[config.mk]
export PLATFORM = sky130hd
export DESIGN_NAME = atm_txn_ctrl_flat
export DESIGN_NICKNAME = d
export VERILOG_FILES = /design/src/rtl/atm_txn_ctrl_if.sv /design/src/rtl/atm_txn_ctrl.sv /design/src/flat_wrapper.sv
export SDC_FILE = /design/constraint.sdc
export NUM_CORES = 1
export LEC_CHECK = 0
export CELL_PAD_IN_SITES_DETAIL_PLACEMENT = 0
export CELL_PAD_IN_SITES_GLOBAL_PLACEMENT = 1
export CORE_MARGIN = 4
export CORE_UTILIZATION = 42
export CTS_BUF_LIST = sky130_fd_sc_hd__clkbuf_16
export CTS_CLUSTER_DIAMETER = 40
export DETAILED_ROUTE_END_ITERATION = 7
export PLACE_DENSITY = 0.89
export SYNTH_ARGS = -nofsm -noshare
export SYNTH_HDL_FRONTEND = slang
export SYNTH_SLANG_ARGS = --single-unit
[constraint.sdc]
create_clock -name clk -period 6.95 [get_ports clk]
set_clock_uncertainty 0.1 [all_clocks]
set_input_delay 1.39 -clock clk [delete_from_list [all_inputs] [get_ports clk]]
set_output_delay 1.39 -clock clk [all_outputs]
set_load 0.05 [all_outputs]
[src/rtl/atm_txn_ctrl_if.sv]
// Front-panel / actuator bundle for the ATM transaction sequencer.
// master drives switches and requests; slave (the controller) drives status and actuators.
interface atm_txn_ctrl_if #(
    parameter int unsigned BAL_W = 8
);
    logic [5:0]       sw;
    logic [BAL_W-1:0] price;
    logic             buy;
    logic             cancel;
    logic [BAL_W-1:0] balance;
    logic             led0;
    logic             reject;
    logic             short;
    logic             vend;
    logic             change_valid;
    logic [BAL_W-1:0] change_coin;
    logic             busy;

    modport master (
        output sw, price, buy, cancel,
        input  balance, led0, reject, short, vend, change_valid, change_coin, busy
    );

    modport slave (
        input  sw, price, buy, cancel,
        output balance, led0, reject, short, vend, change_valid, change_coin, busy
    );
endinterface

[src/rtl/atm_txn_ctrl.sv]
// Transaction sequencer: collects one-hot deposits, vends, then pays change greedily.
// Optional idle auto-cancel in COLLECT is built only when ATM_TIMEOUT_EN is defined.
module atm_txn_ctrl #(
    parameter int unsigned BAL_W       = 8,
    parameter int unsigned MAX_BAL     = 200,
    parameter int unsigned TIMEOUT_CYC = 1000
) (
    input logic          clk,
    input logic          rst,
    atm_txn_ctrl_if.slave bus
);
    localparam logic [1:0] ST_IDLE    = 2'd0;
    localparam logic [1:0] ST_COLLECT = 2'd1;
    localparam logic [1:0] ST_VEND    = 2'd2;
    localparam logic [1:0] ST_CHANGE  = 2'd3;

    if (MAX_BAL > (2 ** BAL_W) - 1) begin : g_bad_max_bal
        $error("MAX_BAL does not fit in BAL_W bits");
    end
    if (TIMEOUT_CYC == 0) begin : g_bad_timeout
        $error("TIMEOUT_CYC must be nonzero");
    end

    logic [1:0]       state_q, state_d;
    logic [BAL_W-1:0] balance_q, balance_d;
    logic [5:0]       sw_q;
    logic             led0_q, reject_q, reject_d, short_q, short_d;

    logic             multi, deposit, fits;
    logic [BAL_W-1:0] value, coin;
    logic [BAL_W:0]   sum;

    assign multi   = (bus.sw & (bus.sw - 6'd1)) != 6'd0;
    assign deposit = (bus.sw != 6'd0) && !multi && (sw_q == 6'd0);

    always_comb begin
        value = '0;
        case (bus.sw)
            6'b000001: value = BAL_W'(1);
            6'b000010: value = BAL_W'(5);
            6'b000100: value = BAL_W'(10);
            6'b001000: value = BAL_W'(20);
            6'b010000: value = BAL_W'(50);
            6'b100000: value = BAL_W'(100);
            default:   value = '0;
        endcase
    end

    // Widened by one bit so the ceiling test cannot wrap.
    assign sum  = {1'b0, balance_q} + {1'b0, value};
    assign fits = sum <= (BAL_W + 1)'(MAX_BAL);

    always_comb begin
        if      (balance_q >= BAL_W'(100)) coin = BAL_W'(100);
        else if (balance_q >= BAL_W'(50))  coin = BAL_W'(50);
        else if (balance_q >= BAL_W'(20))  coin = BAL_W'(20);
        else if (balance_q >= BAL_W'(10))  coin = BAL_W'(10);
        else if (balance_q >= BAL_W'(5))   coin = BAL_W'(5);
        else if (balance_q >= BAL_W'(1))   coin = BAL_W'(1);
        else                               coin = '0;
    end

`ifdef ATM_TIMEOUT_EN
    localparam int unsigned CntW = $clog2(TIMEOUT_CYC + 1);
    logic [CntW-1:0] cnt_q, cnt_d;
    logic            timeout;

    assign timeout = (cnt_q == CntW'(TIMEOUT_CYC - 1));

    // Counts only uninterrupted idle cycles spent in COLLECT; any activity or state change clears.
    always_comb begin
        cnt_d = '0;
        if (state_q == ST_COLLECT && state_d == ST_COLLECT && !deposit && !bus.buy) begin
            cnt_d = cnt_q + CntW'(1);
        end
    end

    always_ff @(posedge clk) begin
        if (rst) cnt_q <= '0;
        else     cnt_q <= cnt_d;
    end
`else
    logic timeout;
    assign timeout = 1'b0;
`endif

    always_comb begin
        state_d   = state_q;
        balance_d = balance_q;
        reject_d  = 1'b0;
        short_d   = 1'b0;
        case (state_q)
            ST_IDLE, ST_COLLECT: begin
                if (bus.cancel && state_q == ST_COLLECT) begin
                    state_d = ST_CHANGE;
                end else if (deposit) begin
                    if (fits) begin
                        balance_d = sum[BAL_W-1:0];
                        state_d   = ST_COLLECT;
                    end else begin
                        reject_d = 1'b1;
                    end
                end else if (bus.buy && !bus.cancel) begin
                    // In IDLE balance is 0, so only a zero price vends.
                    if (balance_q >= bus.price) begin
                        balance_d = balance_q - bus.price;
                        state_d   = ST_VEND;
                    end else begin
                        short_d = 1'b1;
                    end
                end else if (state_q == ST_COLLECT && !bus.buy && timeout) begin
                    state_d = ST_CHANGE;
                end
            end
            ST_VEND: begin
                reject_d = deposit;
                state_d  = (balance_q != '0) ? ST_CHANGE : ST_IDLE;
            end
            ST_CHANGE: begin
                reject_d  = deposit;
                balance_d = balance_q - coin;
                if (balance_d == '0) state_d = ST_IDLE;
            end
            default: state_d = ST_IDLE;
        endcase
    end

    always_ff @(posedge clk) begin
        if (rst) begin
            state_q   <= ST_IDLE;
            balance_q <= '0;
            sw_q      <= '0;
            led0_q    <= 1'b0;
            reject_q  <= 1'b0;
            short_q   <= 1'b0;
        end else begin
            state_q   <= state_d;
            balance_q <= balance_d;
            sw_q      <= bus.sw;
            led0_q    <= multi;
            reject_q  <= reject_d;
            short_q   <= short_d;
        end
    end

    assign bus.balance      = balance_q;
    assign bus.led0         = led0_q;
    assign bus.reject       = reject_q;
    assign bus.short        = short_q;
    assign bus.vend         = (state_q == ST_VEND);
    assign bus.change_valid = (state_q == ST_CHANGE);
    assign bus.change_coin  = (state_q == ST_CHANGE) ? coin : '0;
    assign bus.busy         = (state_q == ST_VEND) || (state_q == ST_CHANGE);
endmodule
[src/flat_wrapper.sv]
// flat-port wrapper written by rule: the top's interface ports become plain ports
module atm_txn_ctrl_flat 
#(
    parameter int unsigned BAL_W       = 8,
    parameter int unsigned MAX_BAL     = 200,
    parameter int unsigned TIMEOUT_CYC = 1000
)
  (clk, rst, bus_sw, bus_price, bus_buy, bus_cancel, bus_balance, bus_led0, bus_reject, bus_short, bus_vend, bus_change_valid, bus_change_coin, bus_busy);
  atm_txn_ctrl_if #(.BAL_W(BAL_W)) bus_i ();
  input logic clk;
  input logic rst;
  input wire logic [$bits(bus_i.sw)-1:0] bus_sw;
  input wire logic [$bits(bus_i.price)-1:0] bus_price;
  input wire logic [$bits(bus_i.buy)-1:0] bus_buy;
  input wire logic [$bits(bus_i.cancel)-1:0] bus_cancel;
  output wire logic [$bits(bus_i.balance)-1:0] bus_balance;
  output wire logic [$bits(bus_i.led0)-1:0] bus_led0;
  output wire logic [$bits(bus_i.reject)-1:0] bus_reject;
  output wire logic [$bits(bus_i.short)-1:0] bus_short;
  output wire logic [$bits(bus_i.vend)-1:0] bus_vend;
  output wire logic [$bits(bus_i.change_valid)-1:0] bus_change_valid;
  output wire logic [$bits(bus_i.change_coin)-1:0] bus_change_coin;
  output wire logic [$bits(bus_i.busy)-1:0] bus_busy;
  assign bus_i.sw = bus_sw;
  assign bus_i.price = bus_price;
  assign bus_i.buy = bus_buy;
  assign bus_i.cancel = bus_cancel;
  assign bus_balance = bus_i.balance;
  assign bus_led0 = bus_i.led0;
  assign bus_reject = bus_i.reject;
  assign bus_short = bus_i.short;
  assign bus_vend = bus_i.vend;
  assign bus_change_valid = bus_i.change_valid;
  assign bus_change_coin = bus_i.change_coin;
  assign bus_busy = bus_i.busy;
  atm_txn_ctrl #(.BAL_W(BAL_W), .MAX_BAL(MAX_BAL), .TIMEOUT_CYC(TIMEOUT_CYC)) u_core (.clk(clk), .rst(rst), .bus(bus_i));
endmodule
==> metrics, run 1 <==
status completed; Hold Path Class register to register; Rel. slew slack 41.9%; GRT Total Usage 18.5%; post-CTS setup buffer count 0; Num CTS Buffers 3; initial antenna violation count 0; CTS tree built; Final setup viols 0; vias in the first global route 2095; Max IR drop VDD 0.0978 mV; Post-DRT Antenna Nets 0; GRT Residual Overflow 0; post-synth cell types 61; clock root buffer clkbuf_16; crit-path cells clkdlybuf4s50_1 > or3_1 > nor3_1 > ha_1 > a211oi_2 > nor2_1 > o32a_1 > a211o_1 > o211a_4 > o31ai_4 > mux2i_1; RSZ-0062 raised after global routing false; sequential area share after synthesis 16.3%; multiplexer share of the synthesized area 3.87%; Clock Latency Late Sink 0.25 ns; Synth Area in Compound Gates 26.5%; RePlAce Congestion 0.894; largest buffer count on any clock path 2; synth warn 0; fin crit period 5.05 ns; 1st-pass router iterations 4; Core Area 0.00524 mm2; Worst Max-Slew Pin Slew 0.869 ns; leak pwr 0.00118 uW; Sink Count 19; Mapped Nets 347; die area 0.00680 mm2; post-route setup TNS 0 ns; fin cells 401; Chip Width 82.5 um; synthesis-to-finish area growth 20.2%; chip height 82.5 um; Max Cap Viol 0; nets@finish 375; Final Hold Fails 0; Resize count post-CTS 0; post-synth top area share 16.3%; CP endpoint kind register; top-count cell post-synth nor2_1; worst-path fanout max 9; std cell rows 26; crit share post-route 72.7%; layout cells sized above 1 6.34%; Cell Pwr Density 222 mW/mm2; Avg WL per Cell 15.5 um; number of synthesized flops with an enable pin 0; most used flip-flop cell after synthesis dfxtp_1; crit-path leading delay family compound AO/OA/AOI/OAI gates; synthesized area 0.00233 mm2; post-synthesis adder-cell area fraction 14.4%; global-route wire length before repair 9910 um; Worst Path Arrival 5.13 ns; H-tree depth 1; Max Clk Rate 0.198 GHz; cts hold-fix bufs 0; drt drc 0; Cells after Synth 304; kind of critical path input port to register; fillers 495; mean post-synth cell area 7.66 um2; io pins 40; crit path buf inv count 1; Worst setup SP type input port; via count 2301; Post-Synth Simple-Gate Area 27.2%; antenna diode count 0; Iter 0 DRT Violations 131; crit path max-delay cell type clkdlybuf4s50_1; register bit count reported by yosys 19; post-synth top area cell dfxtp_1; FFs w/ async S/R, synth 0%; Inst Count DP 397; Initial Util 44.5%; XOR/XNOR Fraction of Synth Area 6.02%; largest family of logic cells by synthesized area simple AND/OR/NAND/NOR gates; Slew Limit Fails 0; Req. time, crit path 7.03 ns; Worst-path clk slew 0.05 ns; Commonest cells post-synth nor2_1, ha_1, o21ai_0; CP max stage delay 0.56 ns; Via density 5.74; top cells by area, synth dfxtp_1, ha_1, nor2_1; largest net degree at the start of global routing 27; worst hold slack 0.477 ns; final HPWL from detailed placement 4850 um; Post-Route WL 6200 um; PortBufs 38
cell type report:
cell class                 instances  area (um2)  area share [%]
clock buffer                       3        75.1            2.68
multi-input combinational        256        1820            65.0
tap                               70        87.6            3.13
timing repair buffer              38         380            13.6
sequential                        19         380            13.6
inverter                          14        52.6            1.88
clock inverter                     1        5.00           0.179
kinds of logic after synthesis:
kind of cell,Yosys count
DFF,19
xor gates and xnor gates,16
other,1
muxes,9
adders and majority gates,25
and+or+nand+nor,118
buffers and inverters,29
AOI/OAI and AO/OA,87
tightest hold or removal path: cells and delay by family, from the launching register on:
kind,cells,cell delay [ns]
DFF,1,0.37
and+or+nand+nor,1,0.09
muxes,1,0.06
flip-flops by register name, indices dropped and copies added (netlist names):
register and cells:
u_core.bus.balance 8, u_core.sw_q 6, u_core.state_q 2, u_core.bus.led0 1, u_core.bus.reject 1, u_core.bus.short 1
worst paths after layout:
check,from,endpoint,slack [ns],cells past startpoint
setup / recovery,bus_sw[1],u_core.bus.balance[3],1.90,11
hold / removal,u_core.bus.balance[0],u_core.bus.balance[0],0.48,2
setup reg to reg,u_core.bus.balance[1],u_core.state_q[0],3.16,14
hold reg to reg,u_core.bus.balance[0],u_core.bus.balance[0],0.48,2
per-layer routing:
metal	routed length (um)	global-route usage [%]
met2	3030	31.8
met5	0	0
met3	276	1.19
met1	2800	24.5
met4	96	5.98
through the flow:
| stage | setup WS, ns | power [uW] | cell area [um2] | utilization [%] |
|---|---|---|---|---|
| after global placement | 1.73 | 503 | 2720 | 51.9 |
| after floorplan | 2.34 | 418 | 2330 | - |
| after CTS | 1.91 | 624 | 2800 | 53.5 |
| final | 1.90 | 623 | 2800 | 53.5 |
| after global routing | 1.69 | 671 | 2800 | 53.5 |
| after detailed placement | 1.67 | 504 | 2720 | 51.9 |
report_power, final:
group          switching [uW]  total, uW  internal, uW
Combinational             206        362           156
Clock                    39.8        117          77.1
Sequential               24.5        144           119
Total                     271        623           352
cell usage in the layout (no fill, tap or decap), drive strengths merged, types with 3 or more instances in the layout:
cell	Yosys	routed
clkdlybuf4s50	0	38
nor2	33	33
ha	22	22
o21ai	21	21
dfxtp	19	19
a21oi	17	17
nor3	16	16
inv	13	13
nand2	13	13
a211oi	11	11
xnor2	10	10
nor2b	10	10
nand2b	9	9
mux2i	9	9
or2	7	7
xor2	6	6
a21o	6	6
a211o	5	5
nor4	5	5
or4	5	5
or3	3	3
o211ai	3	3
nand3b	3	3
nand3	3	3
a31oi	3	3
fa	3	3
clkbuf	9	3
Power figures use the tool's default switching activity.
==> run 2: changes to the inputs <==
--- a/config.mk
+++ b/config.mk
@@ -8,11 +8,11 @@
 export CELL_PAD_IN_SITES_DETAIL_PLACEMENT = 0
 export CELL_PAD_IN_SITES_GLOBAL_PLACEMENT = 1
 export CORE_MARGIN = 4
-export CORE_UTILIZATION = 42
+export CORE_UTILIZATION = 36
 export CTS_BUF_LIST = sky130_fd_sc_hd__clkbuf_16
 export CTS_CLUSTER_DIAMETER = 40
 export DETAILED_ROUTE_END_ITERATION = 7
-export PLACE_DENSITY = 0.89
+export PLACE_DENSITY = 0.81
 export SYNTH_ARGS = -nofsm -noshare
 export SYNTH_HDL_FRONTEND = slang
 export SYNTH_SLANG_ARGS = --single-unit
==> constraint.sdc (replaced) <==
create_clock -name clk -period 4.51 [get_ports clk]
set_clock_uncertainty 0.1 [all_clocks]
set_input_delay 0.902 -clock clk [delete_from_list [all_inputs] [get_ports clk]]
set_output_delay 0.902 -clock clk [all_outputs]
set_load 0.05 [all_outputs]
==> run 2 against run 1 <==
Non-clock buffer count rose by 14; setup slack got worse by 1.7 ns; sequential power rose by 51%; cell count rose by 5.2%; final area rose by 4.5%; clock-buffer cell count did not move; critical path depth rose by 2.
==> metrics, run 2 (synthesis gave the netlist of run 1 again) <==
global-route wire length before repair 10500 um; Post-Route WL 6520 um; Sink Count 19; fillers 628; Worst setup SP type input port; register area 380 um2; 1st-pass router iterations 4; kind of critical path input port to register; std cell rows 29; Final setup viols 0; H-tree depth 1; via count 2326; largest net degree at the start of global routing 27; crit path max-delay cell type clkdlybuf4s50_1; layout cells sized above 1 10.1%; GRT Total Usage 16.7%; pre-CTS setup slack 0.00580 ns; vias in the first global route 2144; Max Clk Rate 0.234 GHz; most frequent cells in the layout clkdlybuf4s50_1, nor2_1, ha_1, o21ai_0, dfxtp_1; Iter 0 DRT Violations 183; crit share post-route 94.7%; Num CTS Buffers 3; nets@finish 389; largest buffer count on any clock path 2; Rel. slew slack 42.4%; most common cell after layout, fill and taps aside clkdlybuf4s50_1; Avg WL per Cell 15.4 um; Req. time, crit path 4.58 ns; Initial Util 36.9%; crit path buf inv count 2; PortBufs 38; CTS tree built; Post-DRT Antenna Nets 0; drt drc 0; RSZ-0062 raised after global routing false; Multi-input gate area 0.00182 mm2; Slew Limit Fails 0; clock root buffer clkbuf_16; CP endpoint kind register; Worst Max-Slew Pin Slew 0.862 ns; Resize count post-CTS 0; max reg flops 8; antenna diode count 0; die area 0.00782 mm2; Clock Latency Late Sink 0.25 ns; Core Area 0.00631 mm2; final HPWL from detailed placement 5150 um; post-route worst setup slack 0.239 ns; DP Area 0.00285 mm2; Worst-path clk slew 0.05 ns; chip height 88.4 um; crit-path leading delay family compound AO/OA/AOI/OAI gates; post-CTS setup buffer count 0; fin crit period 4.27 ns; Chip Width 88.4 um; status completed; Max Cap Viol 0; Via density 5.51; final instance area 0.00293 mm2; cts hold-fix bufs 0; leak pwr 0.00125 uW; Cell Pwr Density 333 mW/mm2; CP max stage delay 0.52 ns; Worst Path Arrival 4.34 ns; synthesis-to-finish area growth 25.6%; worst-path fanout max 8; Hold Path Class register to register; Final Hold Fails 0; initial antenna violation count 0; Max IR drop VDD 0.177 mV; io pins 40; post-route setup TNS 0 ns; GRT Residual Overflow 0; RePlAce Congestion 0.882; crit-path cells clkdlybuf4s50_1 > or4_1 > nor2_1 > ha_1 > fa_1 > xor2_1 > nor3_1 > o32a_1 > a211o_1 > o211a_4 > o31ai_4 > buf_12 > mux2i_1
## run 2: report_power, final
part | switching (uW) | internal (uW) | leakage, uW
clock network | 62.4 | 119 | 0.0000409
logic | 323 | 252 | 0.00105
registers | 35.0 | 183 | 0.000156
total | 420 | 554 | 0.00125
## run 2: through the flow
stage	total power (uW)	util, %	cells	hold WS (ns)
3_3_place_gp	794	45.1	418	0.470
3_5_place_dp	789	45.1	418	0.500
2_1_floorplan	644	-	304	0.472
5_1_grt	1050	46.4	422	0.523
4_1_cts	973	46.4	422	0.506
6_report	975	46.4	422	0.513
## run 2: path summary, 6_finish.rpt
check                        startpoint               endpoint  slack [ns]  depth (start not counted)
setup / recovery              bus_sw[2]  u_core.bus.balance[2]        0.24                         13
hold / removal    u_core.bus.balance[0]  u_core.bus.balance[0]        0.51                          2
setup reg to reg  u_core.bus.balance[1]      u_core.state_q[0]        0.73                         14
hold reg to reg   u_core.bus.balance[0]  u_core.bus.balance[0]        0.51                          2
## run 2: worst reg2reg max path, stage by stage, from the launching register on
cell and delay (ns):
dfxtp_1 0.46, inv_1 0.23, a21oi_1 0.09, nor3_1 0.34, o21ai_0 0.15, nand2_1 0.17, o21ai_0 0.15, ha_1 0.40
a211oi_1 0.14, or4b_2 0.66, nand3_1 0.12, nor4b_1 0.05, a31oi_1 0.27, o21ba_2 0.20, nor3_1 0.14
## run 2: metal layers
layer / vias up / share of wire, % / global-route usage [%]
met5: - / 0 / 0
met4: 0 / 0.74 / 4.12
met3: 4 / 2.3 / 0.931
met2: 37 / 49 / 28.0
met1: 1083 / 48 / 23.4
li1: 1202 / - / -
## run 2: area by class of cell
class                   count  area share (%)
repair buffers             52            17.0
multi-input cells         256            62.2
clock buffers               3            2.57
inverters                  14            1.80
clock inverters             1           0.171
well taps                  77            3.29
flip-flops and latches     19            13.0
==> run 3: changes to the inputs <==
--- a/config.mk
+++ b/config.mk
@@ -5,6 +5,7 @@
 export SDC_FILE = /design/constraint.sdc
 export NUM_CORES = 1
 export LEC_CHECK = 0
+export ABC_CLOCK_PERIOD_IN_PS = 3600
 export CELL_PAD_IN_SITES_DETAIL_PLACEMENT = 0
 export CELL_PAD_IN_SITES_GLOBAL_PLACEMENT = 1
 export CORE_MARGIN = 4
==> constraint.sdc (replaced) <==
create_clock -name clk -period 3.6 [get_ports clk]
set_clock_uncertainty 0.1 [all_clocks]
set_input_delay 0.72 -clock clk [delete_from_list [all_inputs] [get_ports clk]]
set_output_delay 0.72 -clock clk [all_outputs]
set_load 0.05 [all_outputs]
==> run 3 against run 2 <==
The run now ends with setup timing left; clock-buffer cell count unchanged; sequential power is 19% higher; routed wire length grew 8.5%; cell count rose by 9.5%; register-to-register slack worse by 0.52 ns.
==> metrics, run 3 (synthesis gave the netlist of run 1 again) <==
status finished, violations left; violations in the final reports setup timing; Rel. slew slack 42.4%; std cell rows 29; H-tree depth 1; Chip Width 88.4 um; Post-DRT Antenna Nets 0; max reg flops 8; Final Hold Fails 0; via count 2499; layout cells sized above 1 25.7%; most frequent cells in the layout buf_4, nor2_1, clkdlybuf4s50_1, ha_1, dfxtp_1; Final setup viols 2; fin crit period 3.62 ns; RSZ-0062 raised after global routing true; Post-Route WL 7070 um; largest net degree at the start of global routing 27; Req. time, crit path 3.67 ns; Hold Path Class register to register; nets@finish 429; Worst-path clk slew 0.05 ns; most common cell after layout, fill and taps aside buf_4; Final Power 1320 uW; Max Cap Viol 0; GRT Total Usage 18.1%; leak pwr 0.00148 uW; Worst Max-Slew Pin Slew 0.862 ns; Clock Latency Late Sink 0.25 ns; GRT Residual Overflow 0; Via density 5.41; final instance area 0.00335 mm2; RePlAce Congestion 0.836; antenna diode count 0; io pins 40; final HPWL from detailed placement 5590 um; Iter 0 DRT Violations 163; chip height 88.4 um; worst-path fanout max 8; vias in the first global route 2396; PortBufs 38; fillers 595; Sink Count 19; Max Clk Rate 0.276 GHz; Num CTS Buffers 3; Cell Pwr Density 393 mW/mm2; global-route wire length before repair 11400 um; clock root buffer clkbuf_16; Max IR drop VDD 0.289 mV; Avg WL per Cell 15.3 um; post-route worst setup slack -0.0208 ns; drt drc 0; Worst Path Arrival 3.69 ns; die area 0.00782 mm2; Initial Util 36.9%; Slew Limit Fails 0; crit share post-route 101%; largest buffer count on any clock path 2; synthesis-to-finish area growth 43.8%; Worst setup SP type input port; CTS tree built; Core Area 0.00631 mm2; DP Area 0.00313 mm2; kind of critical path input port to register; initial antenna violation count 0; fin util 53.1%; CP endpoint kind register; 1st-pass router iterations 4
-- run 3: changes by cell type in the layout (fill, tap and decap cells not counted), moves of 3 or more --
cell             before  now
o21ai_1               0    3
clkdlybuf4s50_1      38   32
o21ai_0              21   17
buf_2                 0    3
ha_1                 22   19
buf_4                13   52
-- run 3: cell type report --
type	count	area (um2)	area share (%)
Clock buffer	3	75.1	2.24
Clock inverter	1	5.00	0.149
Inverter	14	52.6	1.57
Multi-Input combinational cell	256	1950	58.1
Sequential cell	19	380	11.4
Tap cell	77	96.3	2.88
Timing Repair Buffer	92	796	23.7
-- run 3: metrics by stage --
step,setup TNS [ns],hold slack (ns),setup WS (ns),instances
2_1_floorplan,-1.55,0.472,-0.212,304
6_report,-0.0280,0.511,-0.0208,462
3_3_place_gp,-5.45,0.472,-0.546,453
4_1_cts,-0.0194,0.485,-0.0194,460
3_5_place_dp,-6.08,0.477,-0.646,453
5_1_grt,-0.589,0.524,-0.108,462
-- run 3: power by group --
group | total, uW | switching (uW) | internal (uW)
registers | 260 | 30.6 | 230
clock network | 224 | 75.4 | 149
logic | 833 | 455 | 377
-- run 3: timing repair --
action | 4_1_cts | 5_1_grt
hold buffers | 0 | 0
buffers inserted | 3 | 2
gates resized for setup | 32 | 18
setup endpoints to repair | 10 | 11
pin swaps | 13 | 11
-- run 3: final timing paths --
path                                       startpoint                     to  slack, ns  cells past startpoint
worst max register to register  u_core.bus.balance[1]      u_core.state_q[0]       0.21                     12
worst min register to register  u_core.bus.balance[7]  u_core.bus.balance[7]       0.51                      2
worst min-delay path            u_core.bus.balance[7]  u_core.bus.balance[7]       0.51                      2
worst max-delay path                        bus_sw[2]  u_core.bus.balance[4]      -0.02                     13
-- run 3: layer usage --
metal  routed length (um)  vias to the layer above  track usage, %  part of all wire [%]
li1                     -                     1274               -                     -
met1                 3200                     1162            24.6                    45
met2                 3500                       53            31.7                    50
met3                  247                       10           0.931                   3.5
met4                  124                        0            3.85                   1.8
met5                    0                        -               0                     0
-- run 3: critical path, cell delays in order --
cell,delay [ns]
buf_6,0.09
or4_4,0.54
nor2_4,0.12
ha_4,0.15
fa_2,0.27
xor2_2,0.20
nor3_1,0.07
o32a_1,0.33
a211o_1,0.30
o211a_4,0.27
o31ai_4,0.27
buf_12,0.17
mux2i_1,0.20
